<file path="config.mk">
export PLATFORM = sky130hd
export DESIGN_NAME = alu_arbiter_flat
export DESIGN_NICKNAME = d
export VERILOG_FILES = /design/src/rtl/alu_arbiter_pkg.sv /design/src/rtl/alu_arbiter_if.sv /design/src/rtl/alu_arbiter_rr_arbiter.sv /design/src/rtl/alu_arbiter.sv /design/src/flat_wrapper.sv
export SDC_FILE = /design/constraint.sdc
export NUM_CORES = 1
export LEC_CHECK = 0
export ABC_AREA = 1
export CAP_MARGIN = 30
export CORE_AREA = 2 2 189 191
export CTS_CLUSTER_SIZE = 28
export DETAILED_ROUTE_END_ITERATION = 6
export DIE_AREA = 0 0 191 193
export HOLD_SLACK_MARGIN = 0.05
export PLACE_DENSITY = 0.53
export SYNTH_ARGS = -nofsm -noshare
export SYNTH_HDL_FRONTEND = slang
export SYNTH_SLANG_ARGS = --single-unit
export TNS_END_PERCENT = 100
</file>
<file path="constraint.sdc">
create_clock -name clk -period 5.5 [get_ports clk]
set_clock_uncertainty 0.2 [all_clocks]
set_input_delay 0.55 -clock clk [delete_from_list [all_inputs] [get_ports clk]]
set_output_delay 0.55 -clock clk [all_outputs]
set_load 0.01 [all_outputs]
</file>
<file path="src/rtl/alu_arbiter_pkg.sv">
// rtl/alu_arbiter_pkg.sv - shared opcodes, FSM states and helpers for alu_arbiter
package alu_arbiter_pkg;

  localparam logic [3:0] OP_SLL  = 4'h0;
  localparam logic [3:0] OP_SRL  = 4'h1;
  localparam logic [3:0] OP_SRA  = 4'h2;
  localparam logic [3:0] OP_ROL  = 4'h3;
  localparam logic [3:0] OP_MUL  = 4'h4;
  localparam logic [3:0] OP_IDLE = 4'hF;

  typedef enum logic [1:0] {
    ST_RUN    = 2'd0,
    ST_DRAIN  = 2'd1,
    ST_HALTED = 2'd2
  } state_t;

  // Opcodes 0..4 are the only ones the shared ALU understands.
  function automatic logic op_is_legal(input logic [3:0] op);
    return (op <= OP_MUL);
  endfunction

endpackage

</file>
<file path="src/rtl/alu_arbiter_if.sv">
// rtl/alu_arbiter_if.sv - requester, ALU and response signals of alu_arbiter
interface alu_arbiter_if #(
  parameter int N_REQ = 4
);
  localparam int ID_W = $clog2(N_REQ);

  logic [N_REQ-1:0]    req_valid;
  logic [N_REQ-1:0]    req_ready;
  logic [N_REQ*32-1:0] req_a;
  logic [N_REQ*32-1:0] req_b;
  logic [N_REQ*4-1:0]  req_op;

  logic [31:0]         alu_a;
  logic [31:0]         alu_b;
  logic [3:0]          alu_op;
  logic [63:0]         alu_result;
  logic                alu_valid;

  logic                rsp_valid;
  logic [ID_W-1:0]     rsp_id;
  logic [63:0]         rsp_result;
  logic                rsp_err;

  logic                halt_req;
  logic                halted;
  logic                busy;

  // The arbiter itself.
  modport slave (
    input  req_valid, req_a, req_b, req_op, alu_result, alu_valid, halt_req,
    output req_ready, alu_a, alu_b, alu_op, rsp_valid, rsp_id, rsp_result, rsp_err,
           halted, busy
  );

  // Requesters, ALU and response consumer seen as one environment.
  modport master (
    output req_valid, req_a, req_b, req_op, alu_result, alu_valid, halt_req,
    input  req_ready, alu_a, alu_b, alu_op, rsp_valid, rsp_id, rsp_result, rsp_err,
           halted, busy
  );

endinterface

</file>
<file path="src/rtl/alu_arbiter_rr_arbiter.sv">
// rtl/alu_arbiter_rr_arbiter.sv - round-robin one-hot grant starting after last_grant
module rr_arbiter #(
  parameter int N_REQ = 4
) (
  input  logic [N_REQ-1:0]         req,
  input  logic [$clog2(N_REQ)-1:0] last_grant,
  output logic [N_REQ-1:0]         grant
);
  localparam int ID_W = $clog2(N_REQ);

  logic [ID_W-1:0] pos;
  logic            found;

  // Walk last_grant+1, +2, ... wrapping, and grant the first active request.
  always_comb begin
    grant = '0;
    found = 1'b0;
    pos   = '0;
    for (int k = 1; k <= N_REQ; k++) begin
      pos = ID_W'((int'(last_grant) + k) % N_REQ);
      if (!found && req[pos]) begin
        grant[pos] = 1'b1;
        found      = 1'b1;
      end
    end
  end

endmodule

</file>
<file path="src/rtl/alu_arbiter.sv">
// rtl/alu_arbiter.sv - round-robin sharing of one pipelined ALU between requesters
module alu_arbiter
  import alu_arbiter_pkg::*;
#(
  parameter int         N_REQ   = 4,
  parameter logic [3:0] IDLE_OP = OP_IDLE
) (
  input logic       clk,
  input logic       rst,
  alu_arbiter_if.slave bus
);
  localparam int ID_W = $clog2(N_REQ);

  state_t          state, state_nxt;
  logic [ID_W-1:0] last_grant;
  logic [N_REQ-1:0] run_req;
  logic [N_REQ-1:0] grant;
  logic            run_ok;
  logic            xfer;
  logic [ID_W-1:0] grant_id;
  logic [31:0]     sel_a, sel_b;
  logic [3:0]      sel_op;
  logic            sel_legal;

  logic            t1_valid, t2_valid;
  logic [ID_W-1:0] t1_id, t2_id;
  logic            t1_ill, t2_ill;
  logic            busy_w;

  // Requests are only eligible while running and out of reset.
  assign run_ok  = (state == ST_RUN) && !rst;
  assign run_req = bus.req_valid & {N_REQ{run_ok}};

  rr_arbiter #(.N_REQ(N_REQ)) u_rr (
    .req        (run_req),
    .last_grant (last_grant),
    .grant      (grant)
  );

  assign bus.req_ready = grant;
  assign xfer          = |grant;
  assign sel_legal     = op_is_legal(sel_op);
  assign busy_w        = t1_valid | t2_valid;
  assign bus.busy      = busy_w;
  assign bus.halted    = (state == ST_HALTED);

  // Encode the one-hot grant and pick the granted payload.
  always_comb begin
    grant_id = '0;
    sel_a    = '0;
    sel_b    = '0;
    sel_op   = IDLE_OP;
    for (int i = 0; i < N_REQ; i++) begin
      if (grant[i]) begin
        grant_id = ID_W'(i);
        sel_a    = bus.req_a[i*32 +: 32];
        sel_b    = bus.req_b[i*32 +: 32];
        sel_op   = bus.req_op[i*4 +: 4];
      end
    end
  end

  // Run/drain/halt sequencing driven by the halt_req level.
  always_comb begin
    state_nxt = state;
    case (state)
      ST_RUN:    if (bus.halt_req) state_nxt = ST_DRAIN;
      ST_DRAIN: begin
        if (!bus.halt_req)  state_nxt = ST_RUN;
        else if (!busy_w)   state_nxt = ST_HALTED;
      end
      ST_HALTED: if (!bus.halt_req) state_nxt = ST_RUN;
      default:   state_nxt = ST_RUN;
    endcase
  end

  // State register and round-robin pointer; pointer moves only on a transfer.
  always_ff @(posedge clk or posedge rst) begin
    if (rst) begin
      state      <= ST_RUN;
      last_grant <= ID_W'(N_REQ - 1);
    end else begin
      state <= state_nxt;
      if (xfer) last_grant <= grant_id;
    end
  end

  // ALU operand/opcode registers; idle cycles present IDLE_OP with operands held.
  always_ff @(posedge clk or posedge rst) begin
    if (rst) begin
      bus.alu_a  <= '0;
      bus.alu_b  <= '0;
      bus.alu_op <= IDLE_OP;
    end else if (xfer) begin
      bus.alu_a  <= sel_a;
      bus.alu_b  <= sel_b;
      bus.alu_op <= sel_legal ? sel_op : IDLE_OP;
    end else begin
      bus.alu_op <= IDLE_OP;
    end
  end

  // Two-stage tag pipeline matching the operand register plus ALU latency.
  always_ff @(posedge clk or posedge rst) begin
    if (rst) begin
      t1_valid <= 1'b0;
      t1_id    <= '0;
      t1_ill   <= 1'b0;
      t2_valid <= 1'b0;
      t2_id    <= '0;
      t2_ill   <= 1'b0;
    end else begin
      t1_valid <= xfer;
      t1_id    <= grant_id;
      t1_ill   <= xfer && !sel_legal;
      t2_valid <= t1_valid;
      t2_id    <= t1_id;
      t2_ill   <= t1_ill;
    end
  end

  // Response register: pairs the oldest tag with the ALU result, zeroing errored data.
  always_ff @(posedge clk or posedge rst) begin
    if (rst) begin
      bus.rsp_valid  <= 1'b0;
      bus.rsp_id     <= '0;
      bus.rsp_result <= '0;
      bus.rsp_err    <= 1'b0;
    end else begin
      bus.rsp_valid  <= t2_valid;
      if (t2_valid) bus.rsp_id <= t2_id;
      bus.rsp_err    <= t2_valid && (t2_ill || !bus.alu_valid);
      bus.rsp_result <= (t2_valid && !t2_ill && bus.alu_valid) ? bus.alu_result : 64'd0;
    end
  end

endmodule

</file>
<file path="src/flat_wrapper.sv">
// flat-port wrapper written by rule: the top's interface ports become plain ports
module alu_arbiter_flat import alu_arbiter_pkg::*;
#(
  parameter int         N_REQ   = 4,
  parameter logic [3:0] IDLE_OP = OP_IDLE
)
  (clk, rst, bus_req_valid, bus_req_a, bus_req_b, bus_req_op, bus_alu_result, bus_alu_valid, bus_halt_req, bus_req_ready, bus_alu_a, bus_alu_b, bus_alu_op, bus_rsp_valid, bus_rsp_id, bus_rsp_result, bus_rsp_err, bus_halted, bus_busy);
  alu_arbiter_if #(.N_REQ(N_REQ)) bus_i ();
  input logic clk;
  input logic rst;
  input wire logic [$bits(bus_i.req_valid)-1:0] bus_req_valid;
  input wire logic [$bits(bus_i.req_a)-1:0] bus_req_a;
  input wire logic [$bits(bus_i.req_b)-1:0] bus_req_b;
  input wire logic [$bits(bus_i.req_op)-1:0] bus_req_op;
  input wire logic [$bits(bus_i.alu_result)-1:0] bus_alu_result;
  input wire logic [$bits(bus_i.alu_valid)-1:0] bus_alu_valid;
  input wire logic [$bits(bus_i.halt_req)-1:0] bus_halt_req;
  output wire logic [$bits(bus_i.req_ready)-1:0] bus_req_ready;
  output wire logic [$bits(bus_i.alu_a)-1:0] bus_alu_a;
  output wire logic [$bits(bus_i.alu_b)-1:0] bus_alu_b;
  output wire logic [$bits(bus_i.alu_op)-1:0] bus_alu_op;
  output wire logic [$bits(bus_i.rsp_valid)-1:0] bus_rsp_valid;
  output wire logic [$bits(bus_i.rsp_id)-1:0] bus_rsp_id;
  output wire logic [$bits(bus_i.rsp_result)-1:0] bus_rsp_result;
  output wire logic [$bits(bus_i.rsp_err)-1:0] bus_rsp_err;
  output wire logic [$bits(bus_i.halted)-1:0] bus_halted;
  output wire logic [$bits(bus_i.busy)-1:0] bus_busy;
  assign bus_i.req_valid = bus_req_valid;
  assign bus_i.req_a = bus_req_a;
  assign bus_i.req_b = bus_req_b;
  assign bus_i.req_op = bus_req_op;
  assign bus_i.alu_result = bus_alu_result;
  assign bus_i.alu_valid = bus_alu_valid;
  assign bus_i.halt_req = bus_halt_req;
  assign bus_req_ready = bus_i.req_ready;
  assign bus_alu_a = bus_i.alu_a;
  assign bus_alu_b = bus_i.alu_b;
  assign bus_alu_op = bus_i.alu_op;
  assign bus_rsp_valid = bus_i.rsp_valid;
  assign bus_rsp_id = bus_i.rsp_id;
  assign bus_rsp_result = bus_i.rsp_result;
  assign bus_rsp_err = bus_i.rsp_err;
  assign bus_halted = bus_i.halted;
  assign bus_busy = bus_i.busy;
  alu_arbiter #(.N_REQ(N_REQ), .IDLE_OP(IDLE_OP)) u_core (.clk(clk), .rst(rst), .bus(bus_i));
endmodule
</file>
==> results of run 1 <==
-- sequential cells by signal (all words and copies together) (netlist names), 2 cells and up --
register	cells
u_core.bus.alu_a	32
u_core.bus.alu_b	32
u_core.bus.alu_op	4
u_core.bus.rsp_id	2
u_core.bus.rsp_result	64
u_core.last_grant	2
u_core.state	2
u_core.t1_id	2
u_core.t2_id	2
-- logic make-up after synthesis --
kind of cell | count (synthesis)
adder cells (fa/ha/maj) | 8
AND/OR/NAND/NOR | 284
buffers and inverters | 147
flip-flops | 148
AO/OA/AOI/OAI | 338
-- how the worst max path moves through the flow --
stage	depth (start not counted)	end	from	slack, ps
6_report	9	bus_req_ready[3]	u_core.last_grant[0]	1370
3_5_place_dp	13	u_core.bus.alu_b[29]	rst	1010
2_1_floorplan	8	bus_req_ready[3]	rst	1220
4_1_cts	9	bus_req_ready[3]	u_core.last_grant[0]	1260
3_3_place_gp	13	u_core.bus.alu_b[28]	rst	1150
5_1_grt	9	bus_req_ready[3]	u_core.last_grant[0]	1160
-- power by group --
group / leakage (nW) / switching [W] / internal [W]
Sequential: 1.87 / 0.000203 / 0.00156
Clock: 0.271 / 0.000534 / 0.000600
Combinational: 3.74 / 0.00339 / 0.00219
-- per-stage QoR --
stage	instances	utilization [%]	setup slack, ps	area (sq um)
detailed placement	1823	36.71	1010	12840
global placement	1823	36.71	1151	12840
global route	1856	38.42	1157	13430
floorplan	925	-	1221	7664
finish	1857	38.43	1369	13440
CTS	1855	38.34	1258	13410
-- worst max-delay path, stage by stage, from the launching register on --
cell and delay (ps):
dfstp_2 640, inv_2 130, ha_1 380, inv_1 100, nand2_1 120, nand2_4 100
nor2_4 160, nand3_2 120, nand3_4 460, clkdlybuf4s50_1 750
-- layer usage --
metal	track usage, %	vias to the layer above
met4	5.933	2
met2	31.22	363
met5	0	-
met3	5.376	38
li1	-	3974
met1	19.64	3839
-- Yosys cell counts, types with 9 or more instances --
library cell  number  area share [%]
a21oi_2           39             4.5
nand3_2            9             1.2
o21ai_0           57             3.7
nor2_1            68             3.3
dfrtp_1          142              46
clkbuf_1          14            0.69
buf_2             22             1.4
buf_4             15             1.5
o21ai_1          140             9.1
nand2_1          164             8.0
a21oi_1           99             6.5
nand3_1           13            0.85
inv_1             76             3.7
-- layout make-up --
class	count	area share [%]
Timing Repair Buffer	501	37.27
Sequential cell	148	27.62
Multi-Input combinational cell	630	24.18
Tap cell	461	4.293
Clock buffer	18	3.194
Inverter	84	2.384
Clock inverter	14	1.043
Antenna cell	1	0.01863
==> flow_metrics.py, run 1 <==
metrics = {
    "outcome": {
        "outcome": "finished, final reports clean",
    },
    "clock_tree": {
        "cts_tree": "built",
        "cts-root-buf": "clkbuf_16",
        "cts_resized": 0,
        "post_cts_buffers": 0,
        "htree_levels": 4,
        "clk_transition_reported_paths_ps": 60,
        "holdBufCountCts": 0,
        "clk_latency_ps": 420,
        "clock_sinks": 148,
        "cts_buffers": 17,
        "cts_buffer_depth": 2,
    },
    "power_and_ir_drop": {
        "leakagePower_nw": 5.880,
        "irDropWorstVdd_mv": 0.3620,
        "cellPowerDensity_nw_per_um2": 630.9,
        "p_total_w": 0.008477,
    },
    "global_route": {
        "grt_pass1_wl_microns": 48300,
        "overflow": 0,
        "antenna_found_initial": 1,
        "grt_pass1_vias": 8428,
        "grt_max_degree": 70,
        "grtUsageTotal_pct": 17.44,
    },
    "synthesis": {
        "synthArstFlopShare_pct": 100.0,
        "yosysWarnings": 0,
        "synth_top_family_by_area": "compound AO/OA/AOI/OAI gates",
        "syn_nets": 1277,
        "synth_compound_area_share_pct": 24.15,
        "synthSimpleGateAreaFrac_pct": 16.87,
        "synth_edf_count": 0,
        "synthAdderAreaFrac_pct": 1.306,
        "synthMuxAreaShare_pct": 0,
        "synthFlopType": "dfrtp_1",
        "syn_avg_cell_area_sq_um": 8.285,
        "synth-xor-area-share_pct": 0,
        "syn_area_sq_um": 7664,
        "ys_types": 34,
        "yosysSeqAreaShare_pct": 48.42,
        "ys_seq_elements": 148,
        "synth_cells": 925,
    },
    "floorplan": {
        "die_h_microns": 193,
        "die_w_microns": 191,
        "rows": 69,
        "design.core.area_sq_um": 34960,
        "dieArea_sq_um": 36860,
        "io_pins": 486,
        "start_util_pct": 21.92,
    },
    "sta": {
        "worstMarginPinSlew_ps": 876.1,
        "finalCritPeriodShare_pct": 75.11,
        "hold_ws_ps": 148.7,
        "fin_crit_ps": 4131,
        "report.final.slew_viol_count": 0,
        "fmax_mhz": 242.1,
        "hold_viol": 0,
        "setup_tns_ps": 0,
        "setup_viol": 0,
        "rsz0062_at_grt": "no",
        "max-slew-margin-rel_pct": 41.51,
    },
    "route": {
        "routed_wl_microns": 33620,
        "drc": 0,
        "antenna_left": 0,
        "vias_per_cell": 4.424,
        "met3WireLength_microns": 2903,
        "vias": 8216,
        "drt_iter0_markers": 265,
        "routedWlPerCell_microns": 18.11,
        "wl_met1_microns": 13360,
        "met2_length_microns": 16650,
        "dr.pass1.iters": 5,
        "route.top_layer_used": "met5",
    },
    "place": {
        "hpwl_microns": 24850,
        "place.gp.congestion": 0.8177,
        "portBuffers": 485,
    },
    "finish": {
        "nets": 1734,
        "fill_cells": 3609,
        "multi_input_area_sq_um": 3248,
        "seqCellArea_sq_um": 3711,
        "drive_above_1_share_pct": 9.176,
        "syn2layout_area_growth_pct": 75.31,
        "final_common_cell": "clkdlybuf4s50_1",
        "layout_common_cells": "clkdlybuf4s50_1 (485), nand2_1 (164), dfrtp_1 (142), o21ai_1 (140), a21oi_1 (99)",
    },
    "worst_hold_path": {
        "hold_class": "flop to flop",
        "holdPathStages": 0,
        "whs_endpoint": "u_core.t2_id[0]",
        "worstHoldStart": "u_core.t1_id[0]",
    },
    "setup_path": {
        "crit_required_ps": 4750,
        "r2r-end": "u_core.bus.alu_a[31]",
        "start_kind": "flop",
        "path_class": "flop to output port",
        "crit_fanout": 28,
        "r2r_cells": 12,
        "crit_path_end_kind": "output port",
        "r2r_start": "u_core.last_grant[0]",
        "crit_arrival_ps": 3380,
        "reg2reg_slack_ps": 1510,
    },
    "run": {
        "cap_violations": 0,
    },
}
No activity file was read; power rests on OpenSTA's default activity.
==> run 2: changes to the inputs <==
--- a/config.mk
+++ b/config.mk
@@ -12,7 +12,7 @@
 export DETAILED_ROUTE_END_ITERATION = 6
 export DIE_AREA = 0 0 191 193
 export HOLD_SLACK_MARGIN = 0.05
-export PLACE_DENSITY = 0.53
+export PLACE_DENSITY = 0.55
 export SYNTH_ARGS = -nofsm -noshare
 export SYNTH_HDL_FRONTEND = slang
 export SYNTH_SLANG_ARGS = --single-unit
==> constraint.sdc (replaced) <==
create_clock -name clk -period 3.66 [get_ports clk]
set_clock_uncertainty 0.2 [all_clocks]
set_input_delay 0.366 -clock clk [delete_from_list [all_inputs] [get_ports clk]]
set_output_delay 0.366 -clock clk [all_outputs]
set_load 0.01 [all_outputs]
==> run 2 against run 1 <==
  * Core utilization rose by 0.30 points
  * Die area is the same
  * Register-to-register slack worse by 1100 ps
  * Non-clock buffer count is 3 higher
  * Worst hold slack better by 6.7 ps
  * Routed wire length up 1.1%
  * Power increased by 54%
  * Count of clock-buffer cells in the layout rose by 1
  * First-iteration DRC count grew 29%
  * Cell area increased by 0.77%
  * Critical path depth did not move
  * Critical endpoint unchanged
  * Largest cell class unchanged
  * Largest power group unchanged
  * Highest routed layer is now met4
==> flow_metrics.py, run 2 (same netlist as run 1, synthesis figures left out) <==
metrics = {
    "floorplan": {
        "die_w_microns": 191,
        "design.core.area_sq_um": 34960,
        "dieArea_sq_um": 36860,
        "die_h_microns": 193,
        "start_util_pct": 21.92,
        "rows": 69,
        "io_pins": 486,
    },
    "sta": {
        "setup_tns_ps": 0,
        "hold_viol": 0,
        "fmax_mhz": 288.8,
        "finalCritPeriodShare_pct": 94.61,
        "rsz0062_at_grt": "no",
        "worstMarginPinSlew_ps": 829.4,
        "max-slew-margin-rel_pct": 44.70,
        "setup_viol": 0,
        "fin_crit_ps": 3463,
        "report.final.slew_viol_count": 0,
    },
    "run": {
        "cap_violations": 0,
    },
    "place": {
        "place.gp.congestion": 0.7976,
        "portBuffers": 485,
        "hpwl_microns": 24830,
    },
    "power_and_ir_drop": {
        "p_total_w": 0.01302,
        "cellPowerDensity_nw_per_um2": 961.7,
        "irDropWorstVdd_mv": 1.178,
        "leakagePower_nw": 5.948,
    },
    "finish": {
        "drive_above_1_share_pct": 9.371,
        "layout_common_cells": "clkdlybuf4s50_1 (484), nand2_1 (164), dfrtp_1 (142), o21ai_1 (140), a21oi_1 (99)",
        "final_common_cell": "clkdlybuf4s50_1",
        "biggestRegsByFlops": "u_core.bus.rsp_result x64, u_core.bus.alu_a x32, u_core.bus.alu_b x32",
        "top_register": "u_core.bus.rsp_result",
        "nets": 1737,
        "syn2layout_area_growth_pct": 76.67,
        "largest_reg_flops": 64,
        "fill_cells": 3529,
    },
    "worst_hold_path": {
        "holdPathStages": 0,
        "whs_endpoint": "u_core.t2_id[1]",
        "worstHoldStart": "u_core.t1_id[1]",
        "hold_class": "flop to flop",
    },
    "global_route": {
        "antenna_found_initial": 1,
        "grtUsageTotal_pct": 17.75,
        "grt_pass1_wl_microns": 48630,
        "grt_pass1_vias": 8379,
        "grt_max_degree": 147,
        "overflow": 0,
    },
    "clock_tree": {
        "cts-root-buf": "clkbuf_16",
        "clock_sinks": 148,
        "cts_buffers": 17,
        "clk_latency_ps": 440,
        "cts_tree": "built",
        "htree_levels": 4,
        "post_cts_buffers": 0,
        "cts_buffer_depth": 2,
        "holdBufCountCts": 0,
        "clk_transition_reported_paths_ps": 70,
    },
    "route": {
        "vias": 8268,
        "vias_per_cell": 4.445,
        "antenna_left": 0,
        "drc": 0,
        "routed_wl_microns": 34000,
        "routedWlPerCell_microns": 18.28,
        "drt_iter0_markers": 343,
        "dr.pass1.iters": 4,
    },
    "setup_path": {
        "r2r_start": "u_core.last_grant[0]",
        "crit_arrival_ps": 2900,
        "crit_required_ps": 3090,
        "crit_fanout": 9,
        "start_kind": "flop",
        "crit_path_end_kind": "output port",
        "r2r-end": "u_core.last_grant[0]",
        "r2r_cells": 13,
        "reg2reg_slack_ps": 420,
        "path_class": "flop to output port",
    },
    "outcome": {
        "outcome": "finished, final reports clean",
    },
}
[run 2: cell types whose count changed in the layout (fill, tap and decap cells not counted), sizes merged]
cell	change
clkdlybuf4s50	-1
clkbuf	+1
inv	-3
dlymetal6s2s	+1
clkinv	-2
clkinvlp	+1
buf	+3
bufinv	+3
[run 2: repair_timing]
item	CTS	global route
hold endpoints to repair	0	0
resized for setup	0	1
endpoints found under the setup margin	0	1
[run 2: area by class of cell]
cell class	count	area, sq um	share of cell area (%)
timing repair buffer	504	5062	37.39
inverter	84	320.3	2.366
tap	461	576.8	4.260
multi-input combinational	630	3248	23.99
clock inverter	13	175.2	1.294
clock buffer	19	442.9	3.271
sequential	148	3711	27.41
antenna	1	2.502	0.01848
[run 2: critical path, cell delays in order, from the launching register on]
cell	delay, ps
dfstp_2	630
inv_2	120
ha_1	360
inv_1	100
nand2_1	110
nand2_4	90
nor2_4	160
nand3_2	120
nand3_4	120
clkdlybuf4s50_1	630
[run 2: per-layer routing]
metal	global-route usage [%]	up-vias	routed length, microns
met2	31.24	350	16840
met3	5.557	38	2935
met5	0	-	0
met4	7.782	0	984
met1	19.71	3909	13240
li1	-	3971	-
[run 2: power by group]
part / internal (W) / switching [W]
Combinational: 0.00339 / 0.00511
Clock: 0.00110 / 0.000772
Sequential: 0.00234 / 0.000311
[run 2: how the worst max path moves through the flow]
| stage | startpoint | to | slack [ps] |
|---|---|---|---|
| 3_5_place_dp | rst | u_core.last_grant[0] | 380 |
| 2_1_floorplan | rst | u_core.bus.alu_a[19] | 410 |
| 3_3_place_gp | rst | u_core.last_grant[0] | 450 |
| 6_report | u_core.last_grant[0] | bus_req_ready[3] | 200 |
| 4_1_cts | u_core.last_grant[0] | bus_req_ready[2] | 120 |
| 5_1_grt | u_core.last_grant[0] | bus_req_ready[3] | 20 |
[run 2: per-stage QoR]
stage	instance area, sq um	util (%)	setup WS, ps	hold WS [ps]	cells
after CTS	13530	38.71	115.6	157.0	1859
after floorplan	7666	-	405.3	131.2	925
final	13540	38.72	197.3	155.4	1860
after global placement	12920	36.94	449.0	137.9	1827
after detailed placement	12920	36.94	378.1	134.7	1827
after global routing	13540	38.72	21.50	163.1	1860
